### src/rtl/uart_status_reporter_pkg.sv
// Shared definitions for the host-link reply path: frame characters, status codes,
// counter-select range and the state encodings used by the reporter and its tx handshake.
package uart_status_reporter_pkg;

    localparam logic [7:0] ASCII_BASE_DEF = 8'h30;   // '0'
    localparam logic [7:0] STOP_CHAR_DEF  = 8'h73;   // 's', same as the host stop signal

    localparam logic [7:0] STAT_ACK     = 8'h41;     // 'A' shift finished
    localparam logic [7:0] STAT_TIMEOUT = 8'h54;     // 'T' no done pulse in time
    localparam logic [7:0] STAT_RANGE   = 8'h52;     // 'R' counter select not c0..c3

    localparam logic [2:0] C0_SEL     = 3'd2;
    localparam logic [2:0] C3_SEL     = 3'd5;
    localparam logic [2:0] FRAME_LAST = 3'd4;

    typedef enum logic [1:0] {
        ST_IDLE,
        ST_WAIT_DONE,
        ST_SEND
    } rpt_state_t;

    typedef enum logic {
        HS_LOAD,
        HS_WAIT_ACCEPT
    } hs_state_t;

    typedef struct packed {
        logic       pll;
        logic [2:0] sel;
        logic       dir;
        logic [7:0] periods;
    } shift_cmd_t;

    function automatic logic sel_in_range(input logic [2:0] sel);
        return (sel >= C0_SEL) && (sel <= C3_SEL);
    endfunction

    // Generator number 0..7 = {pll, counter}; out-of-range selects report counter 0.
    function automatic logic [7:0] gen_byte(input logic [7:0] base, input shift_cmd_t cmd);
        logic [1:0] cnt_idx;
        cnt_idx = sel_in_range(cmd.sel) ? 2'(cmd.sel - C0_SEL) : 2'b00;
        return base + {5'b00000, cmd.pll, cnt_idx};
    endfunction

endpackage

### src/rtl/uart_status_reporter_tx_handshake.sv
// Byte handshake towards the UART transmitter: raise load with a byte while tx is ready,
// hold both stable until tx drops ready (byte taken), then release. Usable by any tx source.
module uart_status_reporter_tx_handshake
    import uart_status_reporter_pkg::*;
(
    input  logic       clk,
    input  logic       rst,
    input  logic       send_en,
    input  logic [7:0] byte_in,
    input  logic       tx_ready,
    output logic [7:0] tx_data,
    output logic       tx_load,
    output logic       accepted
);

    hs_state_t state_reg;

    always_ff @(posedge clk or posedge rst) begin
        if (rst) begin
            state_reg <= HS_LOAD;
            tx_data   <= 8'h00;
            tx_load   <= 1'b0;
        end else begin
            case (state_reg)
                HS_LOAD: begin
                    if (send_en && tx_ready) begin
                        tx_data   <= byte_in;
                        tx_load   <= 1'b1;
                        state_reg <= HS_WAIT_ACCEPT;
                    end
                end
                HS_WAIT_ACCEPT: begin
                    if (!tx_ready) begin
                        tx_load   <= 1'b0;
                        state_reg <= HS_LOAD;
                    end
                end
                default: begin
                    tx_load   <= 1'b0;
                    state_reg <= HS_LOAD;
                end
            endcase
        end
    end

    // Byte is taken on the cycle the transmitter drops ready while we hold load.
    assign accepted = (state_reg == HS_WAIT_ACCEPT) && !tx_ready;

endmodule

### src/rtl/uart_status_reporter.sv
// Host-link return path: latch a decoded shift command, wait for the phase shift to finish
// (or time out), then send the 5-byte reply frame status/gen/dir/periods/stop over UART tx.
module uart_status_reporter
    import uart_status_reporter_pkg::*;
#(
    parameter int unsigned TIMEOUT_CYCLES = 1_000_000,
    parameter logic [7:0]  ASCII_BASE     = ASCII_BASE_DEF,
    parameter logic [7:0]  STOP_CHAR      = STOP_CHAR_DEF
) (
    input  logic       i_clk,
    input  logic       i_rst,
    input  logic       i_shift_ready,
    input  logic       i_pll_to_update,
    input  logic [2:0] i_phasecounterselect,
    input  logic       i_phaseupdown,
    input  logic [7:0] i_periods_to_process,
    input  logic       i_shift_done,
    input  logic       i_tx_ready,
    output logic [7:0] o_tx_data,
    output logic       o_tx_load,
    output logic       o_busy,
    output logic [7:0] o_drop_count
);

    localparam int TIMER_W = (TIMEOUT_CYCLES > 1) ? $clog2(TIMEOUT_CYCLES) : 1;
    localparam logic [TIMER_W-1:0] TIMER_LAST = TIMER_W'(TIMEOUT_CYCLES - 1);

    rpt_state_t         state_reg;
    shift_cmd_t         cmd_reg;
    logic [7:0]         status_reg;
    logic [TIMER_W-1:0] timer_reg;
    logic [2:0]         idx_reg;
    logic               busy_reg;
    logic [7:0]         drop_reg;

    logic [7:0] frame_byte;
    logic       send_en;
    logic       accepted;

    always_comb begin
        frame_byte = STOP_CHAR;
        case (idx_reg)
            3'd0:    frame_byte = status_reg;
            3'd1:    frame_byte = gen_byte(ASCII_BASE, cmd_reg);
            3'd2:    frame_byte = ASCII_BASE + {7'b0000000, cmd_reg.dir};
            3'd3:    frame_byte = cmd_reg.periods;
            default: frame_byte = STOP_CHAR;
        endcase
    end

    assign send_en = (state_reg == ST_SEND);

    always_ff @(posedge i_clk or posedge i_rst) begin
        if (i_rst) begin
            state_reg  <= ST_IDLE;
            cmd_reg    <= '0;
            status_reg <= 8'h00;
            timer_reg  <= '0;
            idx_reg    <= 3'd0;
            busy_reg   <= 1'b0;
            drop_reg   <= 8'h00;
        end else begin
            // Commands arriving outside IDLE (including the IDLE re-entry cycle) are dropped.
            if (i_shift_ready && (state_reg != ST_IDLE) && (drop_reg != 8'hFF)) begin
                drop_reg <= drop_reg + 8'd1;
            end

            case (state_reg)
                ST_IDLE: begin
                    if (i_shift_ready) begin
                        cmd_reg   <= '{pll:     i_pll_to_update,
                                       sel:     i_phasecounterselect,
                                       dir:     i_phaseupdown,
                                       periods: i_periods_to_process};
                        busy_reg  <= 1'b1;
                        timer_reg <= '0;
                        idx_reg   <= 3'd0;
                        if (!sel_in_range(i_phasecounterselect)) begin
                            status_reg <= STAT_RANGE;
                            state_reg  <= ST_SEND;
                        end else begin
                            state_reg  <= ST_WAIT_DONE;
                        end
                    end
                end
                ST_WAIT_DONE: begin
                    if (i_shift_done) begin
                        status_reg <= STAT_ACK;
                        state_reg  <= ST_SEND;
                    end else if (timer_reg == TIMER_LAST) begin
                        status_reg <= STAT_TIMEOUT;
                        state_reg  <= ST_SEND;
                    end else begin
                        timer_reg <= timer_reg + TIMER_W'(1);
                    end
                end
                ST_SEND: begin
                    if (accepted) begin
                        if (idx_reg == FRAME_LAST) begin
                            idx_reg   <= 3'd0;
                            busy_reg  <= 1'b0;
                            state_reg <= ST_IDLE;
                        end else begin
                            idx_reg <= idx_reg + 3'd1;
                        end
                    end
                end
                default: begin
                    busy_reg  <= 1'b0;
                    state_reg <= ST_IDLE;
                end
            endcase
        end
    end

    uart_status_reporter_tx_handshake u_tx_handshake (
        .clk      (i_clk),
        .rst      (i_rst),
        .send_en  (send_en),
        .byte_in  (frame_byte),
        .tx_ready (i_tx_ready),
        .tx_data  (o_tx_data),
        .tx_load  (o_tx_load),
        .accepted (accepted)
    );

    assign o_busy       = busy_reg;
    assign o_drop_count = drop_reg;

endmodule

### config.mk
export PLATFORM = sky130hd
export DESIGN_NAME = uart_status_reporter
export DESIGN_NICKNAME = d
export VERILOG_FILES = /design/src/rtl/uart_status_reporter_pkg.sv /design/src/rtl/uart_status_reporter_tx_handshake.sv /design/src/rtl/uart_status_reporter.sv
export SDC_FILE = /design/constraint.sdc
export NUM_CORES = 1
export LEC_CHECK = 0
export BUFFER_PORTS_ARGS = -buffer_cell sky130_fd_sc_hd__buf_4
export CORE_MARGIN = 3
export CORE_UTILIZATION = 58
export CTS_CLUSTER_SIZE = 30
export DETAILED_ROUTE_END_ITERATION = 12
export PLACE_DENSITY = 0.79
export SYNTH_ARGS = -nofsm -noshare
export SYNTH_HDL_FRONTEND = slang
export SYNTH_HIERARCHICAL = 1
export SYNTH_SLANG_ARGS = --single-unit
### constraint.sdc
create_clock -name i_clk -period 2.3 [get_ports i_clk]
set_input_delay 0.23 -clock i_clk [delete_from_list [all_inputs] [get_ports i_clk]]
set_output_delay 0.23 -clock i_clk [all_outputs]
set_load 0.05 [all_outputs]
======== Yosys cells after proc, flatten, opt, wreduce, memory -nomap -nowiden ========
Cells that the tools add are included.
storage, ports and cells
  flip-flop bits (word level) ............. 65
  bits of input ports ..................... 18
  output and inout port bits .............. 18
operators by class
  $add $sub $neg .......................... 6
  magnitude comparators ................... 4
  eq/ne operators ......................... 17
  mux-type cells .......................... 32
  bitwise gates (word level) .............. 2
  reduce and logical (&&, ||, !) cells .... 20
operators by type and width
  kind                                                                                 count
  20-bit two-way mux                                                                   3
  20-bit case mux with 2 select lines                                                  1
  8-bit two-way mux                                                                    4
  8-bit case mux with 4 select lines                                                   1
  20-bit by 1-bit adder with 20-bit output, second input constant                      1
  20-bit equality test, second input constant                                          1
  8-bit case mux with 2 select lines                                                   1
  4-bit AND reduction                                                                  4
  2-bit two-way mux                                                                    7
  2-bit != test, second input constant                                                 7
  3-bit two-way mux                                                                    3
  8-bit by 1-bit adder with 8-bit output, second input constant                        1
  8-bit != test, second input constant                                                 1
  6-bit by 1-bit adder with 7-bit output, first input constant                         1
  6-bit by 3-bit adder with 7-bit output, first input constant                         1
  1-bit two-way mux                                                                    7
  3-bit by 2-bit equality test with 1-bit output, second input constant                2
  3-bit by 2-bit greater-or-equal comparator with 1-bit output, second input constant  2
  3-bit <= comparator, second input constant                                           2
  1-bit logical AND                                                                    6
  2-bit case mux with 3 select lines                                                   1
  3-bit case mux with 2 select lines                                                   1
  2-bit AND reduction                                                                  3
  2-bit nonzero test                                                                   3
  other kinds (15)                                                                     17

======== Logic depth before layout (Yosys ltp) ========
  word-level depth ........................ 5
  mapped depth ............................ 8
  mapped depth without buffers ............ 8

======== Cells and area by module ========
The synthesis kept the hierarchy.
by module, submodules not included
  module                             times used  cells an instance  area an instance (um^2)  seq. area each (um^2)
  uart_status_reporter               1           284                2725.1                   1301.2
  uart_status_reporter_tx_handshake  1           25                 394.1                    250.2

======== Worst setup path after synthesis ========
OpenSTA, ideal clock, no wires.
  path type ............................... reg-to-reg
  start ................................... register drop_reg[0] (netlist: o_drop_count[0])
  end ..................................... register drop_reg[5] (netlist: o_drop_count[5])
  setup time .............................. 0.141 ns
  arrival ................................. 1.679 ns
  data required time ...................... 2.159 ns
  path slack .............................. 0.481 ns
  cell stages (with the launch flop) ...... 6
  path buffers ............................ 0
  path through ............................ dfrtp_1 -> ha_1 -> a41oi_2 -> and3_1 -> nand4_1 -> xnor2_1
on the way
  word-level cells in the longest chain between the ends .. 2
  elaborated cells on any way between the ends .. 3
  those cells by class .................... add/sub (1); eq/ne (1); reduce/logical (1)
RTL lines
  item                                                                            line                        RTL
  from (decl)                                                                     uart_status_reporter.sv:34  logic [7:0] drop_reg;
  from (signal assigned)                                                          uart_status_reporter.sv:65  drop_reg <= drop_reg + 8'd1;
  branches (longest 2 deep; another with 8-bit by 1-bit adder with 8-bit output)  --
Parallel ways; which one is timed is not known.
A chain may end at the register's enable or synchronous reset.

==> flow_summary.toml <==
[layout]
final_nets = 373
fin_area_um2 = 3630
insertedDiodeCount = 0
largest_reg_flops = 20
stdcell_count = 422
area_growth_pct = 16.5
fillers = 401
drive_above_1_share_pct = 21.3

[grt]
grt_pass1_wl_um = 10800
grt_max_degree = 22
grtUsageTotal_pct = 22.4
overflow = 0
grt_antenna_before_repair = 0
grt_pass1_vias = 2241

[setup_path]
crit_slowest_cell = "and4_1"
path_cells = "ha_1, nand2_1, nor2_1, and4_1, or3_1, o21ai_0"
worstPathRequired_ps = 2480
crit_family = "simple AND/OR/NAND/NOR gates"
cp-start-kind = "flip-flop"
cp_slowest_stage_delay_ps = 500
cp.buffers_inverters = 0
critical_path_arrival_ps = 2150
crit_path_end_kind = "flip-flop"
path_max_fanout = 13
crit_type = "reg -> reg"

[floorplanning]
initial_core_util_pct = 60.7
die_w_um = 79.3
die_h_um = 79.3
die_area_um2 = 6290
num_io_pins = 36
core-area_um2 = 5140
rows = 26

[route]
dr_total_vias = 2357
ant_nets = 0
drt_first_pass_iters = 4
vias_per_cell = 5.59
wl_um = 6430
drc_errors = 0
drt_iter0_drc = 151
wl_per_cell_um = 15.2

[clock_network]
htree_levels = 3
numCtsBuffers = 9
clk_pin_slew_ps = 70
clock_path_buffers = 2
cts_sinks = 62
clock-root-buffer = "clkbuf_8"
clkLatencyLatePin_ps = 340
cts_tree = "built"

[sta]
tightest_slew_ps = 745
min_period_ps = 1970
tns_ps = 0
max_slew_margin_pct = 50.2
rsz0062_at_grt = "false"
fmax_ghz = 0.508
hold_viol_final = 0
setup_viol = 0
drv_slew = 0
skew_ps = 6.28
period_share_pct = 85.7

[synth]
synth_edf_count = 0
synthArstFlopShare_pct = 100
ys.flop_type = "dfrtp_1"
synth_cell_type_count = 51
ys_ff_latch = 62
seq_area_frac_synth_pct = 49.7
postSynthAreaPerCell_um2 = 10.1
netlist_instances = 309
ys_warn_count = 6
syn_area_um2 = 3120
synth_nets = 334

[power]
ir_drop_mv = 0.679
power_density_nw_per_um2 = 1190
total_power_uw = 4330
p_leak_uw = 0.00172

[placed_design]
routabilityCongestion = 0.798
dpl_cell_area_um2 = 3440
place_inst = 406
port_buffers = 35
post-dp-hpwl_um = 4460

[job]
maxCapViolCount = 0

[min_path]
hold_class = "in -> reg"

[status]
status = "complete, no violations"
-- tightest hold or removal path, stage by stage --
cell and delay [ps]:
buf_4 80, nand2_1 40, nand2_1 40
-- synth_stat cells (5+ instances only) --
library cell | n | area [µm²]
xnor2_1 | 7 | 61.3
mux2_2 | 10 | 113
o21ai_0 | 12 | 60.1
nand4_1 | 11 | 68.8
dfrtp_1 | 62 | 1550
ha_1 | 7 | 87.6
xor2_1 | 14 | 123
and3_1 | 9 | 56.3
clkbuf_1 | 7 | 26.3
nand3_1 | 5 | 25.0
nor2_1 | 19 | 71.3
inv_1 | 9 | 33.8
nand2_1 | 63 | 236
a21oi_1 | 8 | 40.0
-- repair_timing --
action	in CTS	in global routing
hold buffers	1	0
resized for setup	0	0
endpoints found under the hold margin	29	0
setup buffers	0	0
-- cell families (layout without fill, tap and decap cells) --
group | after synthesis | count (layout) | synth area share [%]
AND/OR/NAND/NOR | 144 | 144 | 24.5
adder cells (fa/ha/maj) | 7 | 7 | 2.81
buffers and inverters | 21 | 64 | 3.13
multiplexers | 11 | 11 | 3.93
XOR/XNOR | 21 | 21 | 5.90
flip-flops | 62 | 62 | 49.7
AO/OA/AOI/OAI | 43 | 43 | 10.0
-- final timing paths --
kind,start,depth (start not counted),slack (ps),endpoint
hold / removal,i_phasecounterselect[0],3,80,cmd_reg[9]
setup reg to reg,timer_reg[0],6,330,state_reg[0]
hold reg to reg,cmd_reg[7],2,470,cmd_reg[7]
min in group asynchronous,i_rst,3,460,u_tx_handshake/tx_data[6]
setup / recovery,timer_reg[0],6,330,state_reg[0]
max in group asynchronous,i_rst,4,1240,timer_reg[12]
-- layout make-up --
class / instances / area [µm²] / area share, %
clock buffers: 11 / 141 / 3.89
clock inverters: 4 / 47.5 / 1.31
inverters: 9 / 33.8 / 0.929
multi-input cells: 226 / 1470 / 40.4
flip-flops and latches: 62 / 1550 / 42.7
well taps: 70 / 87.6 / 2.41
repair buffers: 40 / 303 / 8.33
-- metal layers --
metal	GRT usage [%]	vias up	part of all wire (%)
met5	0	-	0
met4	9.97	0	1.4
met3	4.76	9	5.8
met2	33.1	64	47
met1	31.8	1133	46
li1	-	1151	-
-- where the power goes --
| group | internal (µW) | total (µW) | leakage (µW) | switching, µW |
|---|---|---|---|---|
| sequential | 1400 | 1680 | 0.000791 | 278 |
| clock | 520 | 930 | 0.0000952 | 409 |
| combinational | 637 | 1720 | 0.000838 | 1080 |
| total | 2560 | 4330 | 0.00172 | 1770 |
-- stage by stage --
stage / setup WS, ps / hold slack [ps] / utilization, %
after detailed placement: 367 / 272 / 66.8
final: 330 / 78.7 / 70.7
after CTS: 343 / 74.0 / 70.7
after global routing: 130 / 80.8 / 70.7
after global placement: 454 / 247 / 66.8
after floorplan: 481 / 70.2 / -
-- cell usage in the layout, fill, tap and decap left out, drive strengths merged, types with 3 or more instances in the layout --
cell | synthesis | final
a21oi | 9 | 9
and2 | 4 | 4
and3 | 9 | 9
and4 | 4 | 4
buf | 5 | 39
clkbuf | 7 | 11
dfrtp | 62 | 62
ha | 7 | 7
inv | 9 | 9
mux2 | 10 | 10
nand2 | 64 | 64
nand2b | 3 | 3
nand3 | 6 | 6
nand3b | 3 | 3
nand4 | 12 | 12
nor2 | 19 | 19
nor2b | 3 | 3
nor3 | 3 | 3
o211ai | 3 | 3
o21a | 3 | 3
o21ai | 13 | 13
o22ai | 3 | 3
or3 | 4 | 4
xnor2 | 7 | 7
xor2 | 14 | 14
Power figures use the tool's default switching activity.
